==> config.mk <==
export PLATFORM = sky130hd
export DESIGN_NAME = lap_stopwatch_flat
export DESIGN_NICKNAME = d
export VERILOG_FILES = /design/src/rtl/lap_stopwatch_if.sv /design/src/rtl/lap_stopwatch.sv /design/src/flat_wrapper.sv
export SDC_FILE = /design/constraint.sdc
export NUM_CORES = 1
export LEC_CHECK = 0
export CAP_MARGIN = 30
export CELL_PAD_IN_SITES_DETAIL_PLACEMENT = 0
export CELL_PAD_IN_SITES_GLOBAL_PLACEMENT = 1
export CORE_MARGIN = 5
export CORE_UTILIZATION = 43
export CTS_CLUSTER_DIAMETER = 50
export DETAILED_ROUTE_END_ITERATION = 10
export GPL_TIMING_DRIVEN = 1
export PLACE_DENSITY_LB_ADDON = 0.1
export REMOVE_ABC_BUFFERS = 1
export SLEW_MARGIN = 5
export SYNTH_ARGS = -nofsm -noshare
export SYNTH_HDL_FRONTEND = slang
export SYNTH_SLANG_ARGS = --single-unit
==> constraint.sdc <==
create_clock -name sclk -period 2.4 [get_ports sclk]
set_input_delay 0.36 -clock sclk [delete_from_list [all_inputs] [get_ports sclk]]
set_output_delay 0.36 -clock sclk [all_outputs]
set_load 0.005 [all_outputs]
==> src/rtl/lap_stopwatch_if.sv <==
// Button inputs and display/status outputs of the lap stopwatch core.
// The board top (or bench) drives the buttons through the master side.
// The core uses the slave side.
interface lap_stopwatch_if #(
  parameter int NUM_DIGITS = 4
);
  logic                    btn_run;
  logic                    btn_lap;
  logic                    btn_clr;
  logic [4*NUM_DIGITS-1:0] disp_bcd;
  logic                    running;
  logic                    lap_active;
  logic                    overflow;
  logic                    tick;

  modport master (
    output btn_run, btn_lap, btn_clr,
    input  disp_bcd, running, lap_active, overflow, tick
  );

  modport slave (
    input  btn_run, btn_lap, btn_clr,
    output disp_bcd, running, lap_active, overflow, tick
  );
endinterface

==> src/rtl/lap_stopwatch.sv <==
// Single-clock lap stopwatch.
// Three debounced buttons act on release. Digits alternate between mod-10
// and mod-6 (units/tens pairs). A lap freezes the display on a snapshot.
// All outputs are registered, one sclk behind the count/state they show.
module lap_stopwatch #(
  parameter int CLK_HZ     = 100_000_000,
  parameter int TICK_HZ    = 1,
  parameter int DB_HZ      = 400,
  parameter int NUM_DIGITS = 4,
  parameter int WRAP       = 1
) (
  input  logic           sclk,
  input  logic           reset_n,
  lap_stopwatch_if.slave bus
);
  localparam int W        = 4 * NUM_DIGITS;
  localparam int DB_DIV   = CLK_HZ / DB_HZ;
  localparam int TICK_DIV = CLK_HZ / TICK_HZ;
  localparam int DBW      = (DB_DIV > 1) ? $clog2(DB_DIV) : 1;
  localparam int PW       = (TICK_DIV > 1) ? $clog2(TICK_DIV) : 1;
  localparam logic [DBW-1:0] DB_LAST  = DBW'(DB_DIV - 1);
  localparam logic [PW-1:0]  PRE_LAST = PW'(TICK_DIV - 1);
  localparam int B_LAP = 0;
  localparam int B_RUN = 1;
  localparam int B_CLR = 2;

  typedef enum logic [2:0] {IDLE, RUN, PAUSE, LAP_RUN, LAP_PAUSE} state_t;

  function automatic logic [3:0] digit_max(input int i);
    return (i % 2 == 0) ? 4'd9 : 4'd5;
  endfunction

  function automatic logic is_full(input logic [W-1:0] v);
    logic f;
    f = 1'b1;
    for (int i = 0; i < NUM_DIGITS; i++)
      if (v[4*i +: 4] != digit_max(i)) f = 1'b0;
    return f;
  endfunction

  // Ripple-carry increment across all digits in one cycle.
  function automatic logic [W-1:0] bcd_inc(input logic [W-1:0] v);
    logic [W-1:0] r;
    logic         c;
    r = v;
    c = 1'b1;
    for (int i = 0; i < NUM_DIGITS; i++) begin
      if (c) begin
        if (v[4*i +: 4] == digit_max(i)) begin
          r[4*i +: 4] = 4'd0;
        end else begin
          r[4*i +: 4] = v[4*i +: 4] + 4'd1;
          c = 1'b0;
        end
      end
    end
    return r;
  endfunction

  logic [DBW-1:0] db_cnt_q;
  logic           db_en;
  logic [2:0]     raw_btn, sync1_q, sync2_q, smp_q, act;
  state_t         state_q, state_d;
  logic [W-1:0]   cnt_q, cnt_d, snap_q, snap_d;
  logic [PW-1:0]  pre_q, pre_d;
  logic           ovf_q, ovf_d, inc_q, inc_d, count_en;
  logic           run_st, lap_st;
  logic [W-1:0]   disp_q;
  logic           running_q, lap_q, ovf_out_q, tick_q;

  assign raw_btn = {bus.btn_clr, bus.btn_run, bus.btn_lap};
  assign db_en   = (db_cnt_q == DB_LAST);
  // A release is a sampled 1 followed by a sampled 0; at most one per press.
  assign act     = {3{db_en}} & smp_q & ~sync2_q;
  assign run_st  = (state_q == RUN) || (state_q == LAP_RUN);
  assign lap_st  = (state_q == LAP_RUN) || (state_q == LAP_PAUSE);

  // Free-running sample enable, synchronisers and per-button sample register.
  always_ff @(posedge sclk or negedge reset_n) begin
    if (!reset_n) begin
      db_cnt_q <= '0;
      sync1_q  <= '0;
      sync2_q  <= '0;
      smp_q    <= '0;
    end else begin
      db_cnt_q <= db_en ? '0 : db_cnt_q + 1'b1;
      sync1_q  <= raw_btn;
      sync2_q  <= sync1_q;
      if (db_en) smp_q <= sync2_q;
    end
  end

  // Next state, prescaler, count, snapshot and overflow; clr beats run beats lap.
  always_comb begin
    state_d  = state_q;
    cnt_d    = cnt_q;
    snap_d   = snap_q;
    pre_d    = pre_q;
    ovf_d    = ovf_q;
    inc_d    = 1'b0;
    count_en = 1'b0;
    if (run_st) begin
      if (pre_q == PRE_LAST) begin
        pre_d    = '0;
        count_en = 1'b1;
      end else begin
        pre_d = pre_q + 1'b1;
      end
    end
    if (count_en) begin
      if (is_full(cnt_q)) begin
        ovf_d = 1'b1;
        if (WRAP != 0) begin
          cnt_d = '0;
          inc_d = 1'b1;
        end
      end else begin
        cnt_d = bcd_inc(cnt_q);
        inc_d = 1'b1;
      end
    end
    if (act[B_CLR]) begin
      state_d = IDLE;
      cnt_d   = '0;
      snap_d  = '0;
      pre_d   = '0;
      ovf_d   = 1'b0;
      inc_d   = 1'b0;
    end else if (act[B_RUN]) begin
      case (state_q)
        IDLE, PAUSE: state_d = RUN;
        RUN:         state_d = PAUSE;
        LAP_RUN:     state_d = LAP_PAUSE;
        LAP_PAUSE:   state_d = LAP_RUN;
        default:     state_d = IDLE;
      endcase
    end else if (act[B_LAP]) begin
      case (state_q)
        RUN: begin
          state_d = LAP_RUN;
          snap_d  = cnt_d;
        end
        LAP_RUN:   state_d = RUN;
        LAP_PAUSE: state_d = PAUSE;
        default:   state_d = state_q;
      endcase
    end
  end

  // State and counting registers.
  always_ff @(posedge sclk or negedge reset_n) begin
    if (!reset_n) begin
      state_q <= IDLE;
      cnt_q   <= '0;
      snap_q  <= '0;
      pre_q   <= '0;
      ovf_q   <= 1'b0;
      inc_q   <= 1'b0;
    end else begin
      state_q <= state_d;
      cnt_q   <= cnt_d;
      snap_q  <= snap_d;
      pre_q   <= pre_d;
      ovf_q   <= ovf_d;
      inc_q   <= inc_d;
    end
  end

  // Output registers; tick is delayed with the display so both change together.
  always_ff @(posedge sclk or negedge reset_n) begin
    if (!reset_n) begin
      disp_q    <= '0;
      running_q <= 1'b0;
      lap_q     <= 1'b0;
      ovf_out_q <= 1'b0;
      tick_q    <= 1'b0;
    end else begin
      disp_q    <= lap_st ? snap_q : cnt_q;
      running_q <= run_st;
      lap_q     <= lap_st;
      ovf_out_q <= ovf_q;
      tick_q    <= inc_q;
    end
  end

  assign bus.disp_bcd   = disp_q;
  assign bus.running    = running_q;
  assign bus.lap_active = lap_q;
  assign bus.overflow   = ovf_out_q;
  assign bus.tick       = tick_q;
endmodule

==> src/flat_wrapper.sv <==
// flat-port wrapper written by rule: the top's interface ports become plain ports
module lap_stopwatch_flat 
#(
  parameter int CLK_HZ     = 100_000_000,
  parameter int TICK_HZ    = 1,
  parameter int DB_HZ      = 400,
  parameter int NUM_DIGITS = 4,
  parameter int WRAP       = 1
)
  (sclk, reset_n, bus_btn_run, bus_btn_lap, bus_btn_clr, bus_disp_bcd, bus_running, bus_lap_active, bus_overflow, bus_tick);
  lap_stopwatch_if #(.NUM_DIGITS(NUM_DIGITS)) bus_i ();
  input  logic sclk;
  input  logic reset_n;
  input wire logic [$bits(bus_i.btn_run)-1:0] bus_btn_run;
  input wire logic [$bits(bus_i.btn_lap)-1:0] bus_btn_lap;
  input wire logic [$bits(bus_i.btn_clr)-1:0] bus_btn_clr;
  output wire logic [$bits(bus_i.disp_bcd)-1:0] bus_disp_bcd;
  output wire logic [$bits(bus_i.running)-1:0] bus_running;
  output wire logic [$bits(bus_i.lap_active)-1:0] bus_lap_active;
  output wire logic [$bits(bus_i.overflow)-1:0] bus_overflow;
  output wire logic [$bits(bus_i.tick)-1:0] bus_tick;
  assign bus_i.btn_run = bus_btn_run;
  assign bus_i.btn_lap = bus_btn_lap;
  assign bus_i.btn_clr = bus_btn_clr;
  assign bus_disp_bcd = bus_i.disp_bcd;
  assign bus_running = bus_i.running;
  assign bus_lap_active = bus_i.lap_active;
  assign bus_overflow = bus_i.overflow;
  assign bus_tick = bus_i.tick;
  lap_stopwatch #(.CLK_HZ(CLK_HZ), .TICK_HZ(TICK_HZ), .DB_HZ(DB_HZ), .NUM_DIGITS(NUM_DIGITS), .WRAP(WRAP)) u_core (.sclk(sclk), .reset_n(reset_n), .bus(bus_i));
endmodule
Yosys cells after proc, flatten, opt, wreduce, memory -nomap -nowiden
Cells that the tools add are included.
Widths: inputs -> output; s select.
{"block": "totals", "ff_bits": 111, "in_bits": 5, "out_inout_bits": 20, "elab_cells": 100}
{"block": "op_classes", "addsub": 6, "n_eq_ne": 15, "muxes": 47, "n_bitwise": 3, "reduce_logical": 14}
{"operator": "$mux 16", "n": 8}
{"operator": "$mux 27", "n": 3}
{"operator": "$mux 4", "n": 7}
{"operator": "$add 27x1->27 const B", "n": 1}
{"operator": "$eq 27x27->1 const B", "n": 1}
{"operator": "$mux 1", "n": 23}
{"operator": "$add 18x1->18 const B", "n": 1}
{"operator": "$eq 18x18->1 const B", "n": 1}
{"operator": "$mux 18", "n": 1}
{"operator": "$add 4x1->4 const B", "n": 4}
{"operator": "$pmux 3 s4", "n": 1}
{"operator": "$reduce_bool 2->1", "n": 5}
{"operator": "$mux 3", "n": 3}
{"operator": "$pmux 3 s3", "n": 1}
{"operator": "$eq 4x3->1 const B", "n": 2}
{"operator": "$eq 4x4->1 const B", "n": 2}
{"operator": "$ne 4x3->1 const B", "n": 2}
{"operator": "$ne 4x4->1 const B", "n": 2}
{"operator": "$and 3x3->3", "n": 2}
{"operator": "$eq 3x2->1 const B", "n": 2}
{"operator": "$reduce_bool 5->1", "n": 1}
{"operator": "$reduce_and 2->1", "n": 2}
{"operator": "$eq 3x1->1 const B", "n": 1}
{"operator": "$eq 3x3->1 const B", "n": 1}
{"operator": "other kinds (7)", "n": 8}

Longest topological paths before layout
Gate-level depths: netlist of the first run.
{"block": "logic_depth", "ltp_word": 21, "mapped_depth": 9, "mapped_depth_nobuf": 7}

Least setup slack after synthesis of the first run
No wires, ideal clock.
{"block": "synth_path", "path_kind": "reg2reg", "from": "register u_core.db_cnt_q[4]", "to": "register u_core.snap_q[12]", "setup_ps": 74, "arrival_time_ps": 2266, "setup_slack_ps": 60, "stages_incl_launch_ff": 6, "period_less_slack_ps": 2340, "path_cell_list": "dfrtp_1 or4_4 or4_4 or4_1 buf_4 o21ai_2"}
{"block": "synth_via", "elab_chain_cells": 5, "elab_cells_between_ends": 8}
{"item": "start: declaration", "line_no": "lap_stopwatch.sv:60", "rtl": "logic [DBW-1:0] db_cnt_q;"}
{"item": "start signal: assignment", "line_no": "lap_stopwatch.sv:86", "rtl": "db_cnt_q <= db_en ? '0 : db_cnt_q + 1'b1;"}
{"item": "$eq 18x18->1 (*)", "line_no": "lap_stopwatch.sv:72", "rtl": "assign db_en = (db_cnt_q == DB_LAST);"}
{"item": "$and 3x3->3 (*) (2 in a row)", "line_no": "lap_stopwatch.sv:74", "rtl": "assign act = {3{db_en}} & smp_q & ~sync2_q;"}
{"item": "$ne 2x1->1 (no source line) or $reduce_bool 2->1 (tied branches)"}
{"item": "$reduce_and 3->1 (no source line)"}
{"item": "end signal: assignment", "line_no": "lap_stopwatch.sv:162", "rtl": "snap_q <= snap_d;"}
{"item": "end: declaration", "line_no": "lap_stopwatch.sv:64", "rtl": "logic [W-1:0] cnt_q, cnt_d, snap_q, snap_d;"}
Every way passes the cells marked *; elsewhere a longest branch is shown, timed or not.
A chain may end at the register's enable or synchronous reset.

Worst setup path in the final report of the first run
{"block": "layout_path", "from": "register u_core.db_cnt_q[11]", "to": "register u_core.snap_q[13]"}
The elaborated chain is that of the path after synthesis.

==> results of run 1 <==
registers in the layout (all words and copies together), names as in the netlist, 3 cells and up:
signal and flops:
u_core.state_q 3, u_core.pre_q 27, u_core.db_cnt_q 18, u_core.snap_q 16, u_core.smp_q 3, u_core.cnt_q 16
u_core.sync2_q 3, u_core.sync1_q 3, u_core.bus.disp_bcd 16
cells in the final DEF, fill, tap and decap left out, types with 10 or more instances in the layout:
cell / Yosys / final
dfrtp_1: 111 / 111
buf_4: 2 / 60
nor2_1: 47 / 47
nand2_1: 35 / 35
a21oi_1: 34 / 30
nand3_1: 25 / 25
o21ai_0: 23 / 23
clkdlybuf4s50_1: 0 / 23
nand4_1: 20 / 20
mux2_2: 21 / 20
or3_1: 15 / 15
xnor2_1: 11 / 11
nor4_1: 10 / 10
inv_1: 10 / 10
cells by family after synthesis:
family,after synthesis,share of synthesized area (%)
xor gates and xnor gates,18,2.91
buffers and inverters,36,2.72
muxes,31,6.23
adders and majority gates,10,2.31
DFF,111,51.2
and+or+nand+nor,222,23.1
AOI/OAI and AO/OA,100,11.5
through the flow:
stage               area, um2  setup WS (ns)  TNS, ns  hold slack [ns]  instances
floorplan                5310         -0.509    -9.89           0.0644        502
global placement         6220         0.0456        0            0.301        757
detailed placement       6220        0.00698        0            0.303        757
CTS                      6540        0.00466        0            0.357        774
global route             6660        -0.0264   -0.208            0.360        780
finish                   6660         0.0385        0            0.354        780
area by class of cell:
type | instances | area [um2] | area share, %
clock buffers | 11 | 253 | 3.79
clock inverters | 5 | 45.0 | 0.676
inverters | 10 | 37.5 | 0.563
multi-input cells | 381 | 2570 | 38.5
flip-flops and latches | 111 | 2780 | 41.7
well taps | 172 | 215 | 3.23
repair buffers | 90 | 767 | 11.5
worst max-delay path by stage:
stage,from,endpoint,slack (ns),cells past startpoint
2_1_floorplan,u_core.db_cnt_q[4],u_core.snap_q[10],-0.51,5
3_3_place_gp,u_core.db_cnt_q[4],u_core.snap_q[8],0.05,5
3_5_place_dp,u_core.pre_q[0],u_core.snap_q[1],0.007,7
4_1_cts,u_core.db_cnt_q[4],u_core.snap_q[13],0.005,5
5_1_grt,u_core.db_cnt_q[11],u_core.snap_q[13],-0.03,5
6_report,u_core.db_cnt_q[11],u_core.snap_q[13],0.04,5
metal layers:
| layer | wire length (um) | vias to the layer above | track usage, % | share of wire, % |
|---|---|---|---|---|
| li1 | - | 2085 | - | - |
| met1 | 6170 | 2104 | 25.7 | 48 |
| met2 | 6100 | 54 | 29.5 | 48 |
| met3 | 391 | 10 | 2.44 | 3.0 |
| met4 | 178 | 0 | 6.65 | 1.4 |
| met5 | 0 | - | 0 | 0 |
power by group through the flow:
stage / clock [mW] / combinational, mW / sequential, mW
2_1_floorplan: 0 / 0.000727 / 1.91
3_3_place_gp: 0 / 0.0513 / 1.91
3_5_place_dp: 0 / 0.0528 / 1.91
4_1_cts: 1.55 / 0.0542 / 1.88
5_1_grt: 1.62 / 0.0594 / 1.88
6_report: 1.51 / 0.0498 / 1.88
what timing repair did:
action,CTS,global route
endpoints found under the hold margin,23,0
buffers inserted,0,5
hold buffers,1,0
cloned,0,1
gates resized for setup,1,20
pin swaps,0,4
setup endpoints to repair,1,32
==> reports/metrics.csv, run 1 <==
stage,metric,value,unit
sta,rsz0062_at_grt,true,
power_and_ir_drop,vdd_ir_drop_max,0.320,mV
clocking,root_buffer,clkbuf_16,
worst_setup_path,critPathMaxFanout,5,
worst_setup_path,ff2ff_setup_slack,0.04,ns
flow_run,cap_violations,0,
clocking,path_clk_slew,0.08,ns
floorplanning,dieWidth,122,um
clocking,clock_path_buffers,2,
drt,vias,4253,
worst_setup_path,worst_r2r_endpoint,u_core.snap_q[13],
logic_synthesis,synth_edf_count,0,
run_status,outcome,"complete, no violations",
drt,drtIter0Drc,334,
floorplanning,num_rows,41,
worst_setup_path,max_stage_delay,0.56,ns
worst_setup_path,arrival,2.65,ns
worst_setup_path,crit_chain,"or4bb_1, or4_4, or4_4, buf_6, o21ai_2",
cells_and_area,layout-drive-gt1-share,21.4,%
sta,final-hold-violation-count,0,
cells_and_area,fin_util,53.2,%
worst_setup_path,cp.required,2.68,ns
sta,timing.fmax,423,MHz
clocking,worstSkewPairLatency,0.36,ns
cells_and_area,syn2layout_area_growth,22.8,%
worst_setup_path,critPathBufInv,1,
power_and_ir_drop,p_int,2.67,mW
sta,setup-violations-final,0,
power_and_ir_drop,power.density,516,mW/mm2
logic_synthesis,yosysWarnings,0,
power_and_ir_drop,power_frac_clock,44.0,%
sta,period_share,98.4,%
logic_synthesis,synth_cells,528,
floorplanning,core,0.0125,mm2
power_and_ir_drop,power_frac_seq,54.5,%
logic_synthesis,synthFlopType,dfrtp_1,
sta,maxSlewHeadroom,63.1,%
drt,drt-wirelength-per-cell,16.5,um
logic_synthesis,synth.distinct_cells,57,
logic_synthesis,synth_top_cell_by_area,dfrtp_1,
floorplanning,io_pins,25,
logic_synthesis,ys_ff_latch,111,
clocking,cts.sinks,111,
worst_setup_path,r2r_start,u_core.db_cnt_q[11],
power_and_ir_drop,fin_total_pwr,3.44,mW
placement,dp_hpwl,9.18,mm
min_path,hold_class,flop to flop,
power_and_ir_drop,switching_share,22.5,%
drt,viasPerCell,5.45,
min_path,hold-path-endpoint,u_core.sync2_q[2],
drt,drt_wl_total,12.8,mm
worst_setup_path,r2r_cells,5,
worst_setup_path,worst_path_max_delay_cell,or4_4,
logic_synthesis,avgSynthCellArea,10.3,um2
sta,drv_slew,0,
drt,ant_nets,0,
placement,numPortBuffers,24,
logic_synthesis,synth_most_common_cell,dfrtp_1,
sta,worst_pin_slew,0.552,ns
logic_synthesis,async_flop_share,100,%
worst_setup_path,critPathKind,flop to flop,
drt,route.detailed.drc,0,
sta,fin_crit,2.36,ns
drt,drt_first_pass_iters,4,
power_and_ir_drop,p_leak,2.97,nW
worst_setup_path,start_kind,flop,
global_route,grt_pass1_vias,4255,
logic_synthesis,synth-seq-area-share,51.2,%
clocking,h-tree-depth,3,
power_and_ir_drop,combPwrFrac,1.4,%
min_path,min-delay-start,u_core.sync1_q[2],
floorplanning,start_util,43.3,%
global_route,grt_max_degree,50,
cells_and_area,antenna_cells,0,
worst_setup_path,critPathCaptureType,flop,
clocking,cts_tree,yes,
placement,globalplace.congestion,0.826,
min_path,min_path_cells,0,
floorplanning,die_area,0.0150,mm2
global_route,grt_pass1_wl,21.7,mm
logic_synthesis,synthTopCellsByArea,"dfrtp_1, mux2_2, nor2_1",
sta,fin_skew,0.0121,ns
power_and_ir_drop,power.switching,0.773,mW
logic_synthesis,yosys.area.top_type_share,51.2,%
floorplanning,die_h,122,um
worst_setup_path,path_delay_family,simple AND/OR/NAND/NOR gates,
global_route,globalRoute.totalOverflow,0,
cells_and_area,fill_cells,1167,
cells_and_area,nets,618,
global_route,grtUsageTotal,18.4,%
clocking,numCtsBuffers,9,
worst_setup_path,path_common_cell,or4_4,
logic_synthesis,netlist_area,0.00542,mm2
logic_synthesis,synthTopCellsByCount,"dfrtp_1, nor2_1, nand2_1, a21oi_1, nand3_1",
global_route,antenna_found_initial,0,
(Power assumes the default switching activity.)
==> run 2: changes to the inputs <==
--- a/config.mk
+++ b/config.mk
@@ -9,7 +9,7 @@
 export CELL_PAD_IN_SITES_DETAIL_PLACEMENT = 0
 export CELL_PAD_IN_SITES_GLOBAL_PLACEMENT = 1
 export CORE_MARGIN = 5
-export CORE_UTILIZATION = 43
+export CORE_UTILIZATION = 48
 export CTS_CLUSTER_DIAMETER = 50
 export DETAILED_ROUTE_END_ITERATION = 10
 export GPL_TIMING_DRIVEN = 1
==> constraint.sdc (replaced) <==
create_clock -name sclk -period 2.7 [get_ports sclk]
set_input_delay 0.405 -clock sclk [delete_from_list [all_inputs] [get_ports sclk]]
set_output_delay 0.405 -clock sclk [all_outputs]
set_load 0.005 [all_outputs]
==> reports/metrics.csv, run 2 (synthesis results as in run 1) <==
stage,metric,value,unit
global_route,globalRoute.totalOverflow,0,
drt,ant_nets,0,
global_route,antenna_found_initial,0,
worst_setup_path,arrival,2.78,ns
worst_setup_path,start_kind,flop,
power_and_ir_drop,vdd_ir_drop_max,0.517,mV
clocking,cts_tree,yes,
run_status,outcome,"complete, no violations",
cells_and_area,layout-drive-gt1-share,15.5,%
floorplanning,core,0.0109,mm2
worst_setup_path,cp.required,2.91,ns
clocking,cts.sinks,111,
drt,vias,4145,
drt,route.detailed.drc,0,
cells_and_area,layout_common_cells,"dfrtp_1, nor2_1, nand2_1",
sta,fin_skew,0.00802,ns
drt,viasPerCell,5.81,
drt,drtIter0Drc,430,
worst_setup_path,worst_r2r_endpoint,u_core.pre_q[17],
worst_setup_path,r2r_cells,6,
worst_setup_path,path_common_cell,or4_4,
cells_and_area,fill_cells,979,
sta,rsz0062_at_grt,false,
floorplanning,num_rows,38,
sta,timing.hold.ws,0.0485,ns
worst_setup_path,critPathKind,flop to flop,
global_route,grt_pass1_wl,20.9,mm
floorplanning,die_area,0.0135,mm2
worst_setup_path,critPathCaptureType,flop,
cells_and_area,final_common_cell,dfrtp_1,
cells_and_area,nets,584,
sta,worst_slack,0.134,ns
min_path,hold_class,input pin to asynchronous set/reset pin,
power_and_ir_drop,power.density,474,mW/mm2
sta,maxSlewHeadroom,61.1,%
sta,worst_pin_slew,0.584,ns
clocking,h-tree-depth,3,
drt,drt-wirelength-per-cell,16.9,um
worst_setup_path,max_stage_delay,0.57,ns
sta,drv_slew,0,
sta,period_share,95.0,%
cells_and_area,biggestRegsByFlops,"u_core.pre_q (27), u_core.db_cnt_q (18)",
clocking,path_clk_slew,0.07,ns
global_route,grtUsageTotal,19.7,%
floorplanning,start_util,49.6,%
power_and_ir_drop,p_leak,2.75,nW
floorplanning,dieWidth,116,um
worst_setup_path,critPathMaxFanout,16,
global_route,grt_max_degree,45,
sta,fin_crit,2.57,ns
floorplanning,die_h,116,um
placement,numPortBuffers,24,
flow_run,cap_violations,0,
global_route,grt_pass1_vias,4186,
floorplanning,io_pins,25,
cells_and_area,fin_util,57.4,%
sta,final-hold-violation-count,0,
sta,timing.fmax,390,MHz
worst_setup_path,crit_chain,"or4_4, or4_4, nor3_2, buf_4, o21bai_1, a21oi_1",
placement,globalplace.congestion,0.814,
placement,pre_cts_ws,0.0839,ns
worst_setup_path,worst_path_max_delay_cell,or4_4,
placement,dp_hpwl,8.63,mm
worst_setup_path,r2r_start,u_core.db_cnt_q[4],
cells_and_area,antenna_cells,0,
sta,setup-violations-final,0,
cells_and_area,syn2layout_area_growth,15.8,%
cells_and_area,top_register,u_core.pre_q,
drt,drt_first_pass_iters,4,
worst_setup_path,ff2ff_setup_slack,0.13,ns
sta,fin_setup_tns,0,ns
drt,drt_wl_total,12.1,mm
clocking,clock_path_buffers,2,
cells_and_area,largest_register_ffs,27,
clocking,numCtsBuffers,9,
clocking,worstSkewPairLatency,0.35,ns
clocking,root_buffer,clkbuf_16,
-- run 2: what timing repair did --
action | 4_1_cts | 5_1_grt
endpoints found under the setup margin | 0 | 6
buffers inserted | 0 | 0
hold buffers | 0 | 0
gates resized for setup | 0 | 2
-- run 2: through the flow --
step | cell area, um2 | power (mW) | std cells
floorplan | 5310 | 1.70 | 502
global placement | 5970 | 1.74 | 697
detailed placement | 5990 | 1.74 | 698
CTS | 6270 | 3.03 | 714
global route | 6280 | 3.09 | 714
finish | 6280 | 2.97 | 714
-- run 2: worst max path at each step --
stage	start	endpoint	slack, ns	cells past startpoint
after floorplan	u_core.db_cnt_q[4]	u_core.snap_q[10]	-0.21	5
after global placement	u_core.pre_q[0]	u_core.snap_q[0]	0.17	6
after detailed placement	u_core.pre_q[0]	u_core.snap_q[8]	0.08	6
after CTS	u_core.pre_q[0]	u_core.snap_q[0]	0.02	6
after global routing	u_core.db_cnt_q[4]	u_core.pre_q[17]	0.005	6
final	u_core.db_cnt_q[4]	u_core.pre_q[17]	0.13	6
-- run 2: cell type report --
cell class / count / area (um2) / share of cell area, %
sequential: 111 / 2780 / 44.2
multi-input combinational: 381 / 2510 / 40.0
timing repair buffer: 56 / 498 / 7.93
clock buffer: 11 / 243 / 3.86
tap: 140 / 175 / 2.79
clock inverter: 5 / 38.8 / 0.618
inverter: 10 / 37.5 / 0.598
-- run 2: critical path, delay by kind of cell (launching register included) --
kind	cells	cell delay, ns
buffers and inverters	1	0.27
AND/OR/NAND/NOR	3	1.33
AO/OA/AOI/OAI	2	0.38
flip-flops	1	0.43
-- run 2: per-layer routing --
metal  vias to the layer above  track usage (%)  routed length (um)
li1                       2015                -                   -
met1                      2031             26.9                5690
met2                        83             31.5                5640
met3                        16             4.87                 568
met4                         0             5.65                 187
met5                         -                0                   0
-- run 2: power breakdown --
group | internal, mW | switching, mW
Sequential | 1.67 | 0.00144
Combinational | 0.00917 | 0.0326
Clock | 0.660 | 0.606
==> run 3: changes to the inputs <==
==> constraint.sdc (replaced) <==
create_clock -name sclk -period 2.8 [get_ports sclk]
set_input_delay 0.42 -clock sclk [delete_from_list [all_inputs] [get_ports sclk]]
set_output_delay 0.42 -clock sclk [all_outputs]
set_load 0.005 [all_outputs]
==> reports/metrics.csv, run 3 (synthesis results as in run 1) <==
stage,metric,value,unit
worst_setup_path,r2r_cells,4,
clocking,cts_tree,yes,
cells_and_area,biggestRegsByFlops,"u_core.pre_q (27), u_core.db_cnt_q (18)",
sta,maxSlewHeadroom,57.8,%
clocking,postCtsSetupBuffers,0,
clocking,ctsResizeCount,0,
drt,viasPerCell,5.84,
sta,rsz0062_at_grt,false,
drt,route.detailed.drc,0,
drt,drt-wirelength-per-cell,17.2,um
sta,timing.hold.ws,0.0407,ns
floorplanning,io_pins,25,
cells_and_area,antenna_cells,0,
power_and_ir_drop,p_leak,2.71,nW
sta,final-hold-violation-count,0,
sta,fin_crit,2.67,ns
cells_and_area,top_register,u_core.pre_q,
clocking,path_clk_slew,0.08,ns
sta,setup-violations-final,0,
worst_setup_path,worst_r2r_endpoint,u_core.snap_q[13],
cells_and_area,largest_register_ffs,27,
floorplanning,start_util,49.6,%
worst_setup_path,critPathMaxFanout,9,
clocking,numCtsBuffers,9,
sta,fin_skew,0.00896,ns
worst_setup_path,critPathKind,flop to flop,
sta,fin_setup_tns,0,ns
cells_and_area,layout-drive-gt1-share,13.8,%
drt,drtIter0Drc,328,
placement,numPortBuffers,24,
clocking,clock_path_buffers,2,
power_and_ir_drop,vdd_ir_drop_max,0.353,mV
placement,globalplace.congestion,0.805,
run_status,outcome,"complete, no violations",
drt,drt_wl_total,12.1,mm
global_route,grt_max_degree,40,
global_route,grt_pass1_vias,4159,
worst_setup_path,cp.required,3.07,ns
global_route,grtUsageTotal,19.3,%
worst_setup_path,ff2ff_setup_slack,0.13,ns
global_route,grt_pass1_wl,20.8,mm
clocking,worstSkewPairLatency,0.35,ns
floorplanning,dieWidth,116,um
clocking,cts_hold_buf,0,
sta,drv_slew,0,
worst_setup_path,arrival,2.94,ns
clocking,root_buffer,clkbuf_16,
drt,ant_nets,0,
clocking,cts.sinks,111,
floorplanning,core,0.0109,mm2
drt,vias,4114,
cells_and_area,syn2layout_area_growth,14.7,%
floorplanning,die_h,116,um
sta,timing.fmax,375,MHz
global_route,globalRoute.totalOverflow,0,
drt,drt_first_pass_iters,5,
floorplanning,die_area,0.0135,mm2
placement,dp_hpwl,8.47,mm
worst_setup_path,start_kind,flop,
power_and_ir_drop,power.density,480,mW/mm2
cells_and_area,nets,575,
flow_run,cap_violations,0,
sta,worst_pin_slew,0.624,ns
global_route,antenna_found_initial,0,
floorplanning,num_rows,38,
sta,period_share,95.2,%
worst_setup_path,critPathCaptureType,flop,
min_path,hold_class,input pin to asynchronous set/reset pin,
cells_and_area,layout_common_cells,"dfrtp_1, nor2_1, nand2_1",
worst_setup_path,r2r_start,u_core.db_cnt_q[4],
cells_and_area,final_common_cell,dfrtp_1,
clocking,h-tree-depth,3,
run 3: per-layer routing:
layer	global-route usage (%)	routed length, um
met1	26.9	5740
met2	31.6	5840
met3	3.68	430
met4	4.56	86
met5	0	0
run 3: worst max-delay path by stage:
stage	startpoint	slack (ns)	to	cells after the start
2_1_floorplan	u_core.db_cnt_q[4]	-0.11	u_core.snap_q[10]	5
3_3_place_gp	u_core.db_cnt_q[4]	0.19	u_core.snap_q[8]	4
3_5_place_dp	u_core.db_cnt_q[4]	0.14	u_core.snap_q[13]	4
4_1_cts	u_core.db_cnt_q[4]	0.13	u_core.snap_q[13]	4
5_1_grt	u_core.pre_q[0]	0.0003	u_core.snap_q[0]	6
6_report	u_core.db_cnt_q[4]	0.13	u_core.snap_q[13]	4
run 3: worst max-delay path, stage by stage, from the launching register on:
cell,delay (ns)
dfrtp_1,0.43
or4_4,0.58
or4_4,0.54
or4_1,0.81
o21ai_2,0.22
run 3: where the power goes:
group	switching [mW]	internal, mW
combinational	0.0315	0.00976
clock	0.621	0.714
sequential	0.00161	1.61
total	0.654	2.33
run 3: stage by stage:
stage | area (um2) | total power [mW] | utilization (%) | worst slack, ns | instances
2_1_floorplan | 5310 | 1.64 | - | -0.109 | 502
3_5_place_dp | 5910 | 1.68 | 54.1 | 0.143 | 689
3_3_place_gp | 5910 | 1.68 | 54.1 | 0.189 | 689
5_1_grt | 6220 | 3.08 | 56.9 | 0.000350 | 705
4_1_cts | 6220 | 3.01 | 56.9 | 0.130 | 705
6_report | 6220 | 2.98 | 56.9 | 0.135 | 705
run 3: final cells by class:
type / instances / area (um2)
Multi-Input combinational cell: 381 / 2500
Tap cell: 140 / 175
Sequential cell: 111 / 2780
Clock inverter: 6 / 75.1
Inverter: 10 / 37.5
Fill cell: 982 / 4720
Clock buffer: 10 / 229
Timing Repair Buffer: 47 / 423
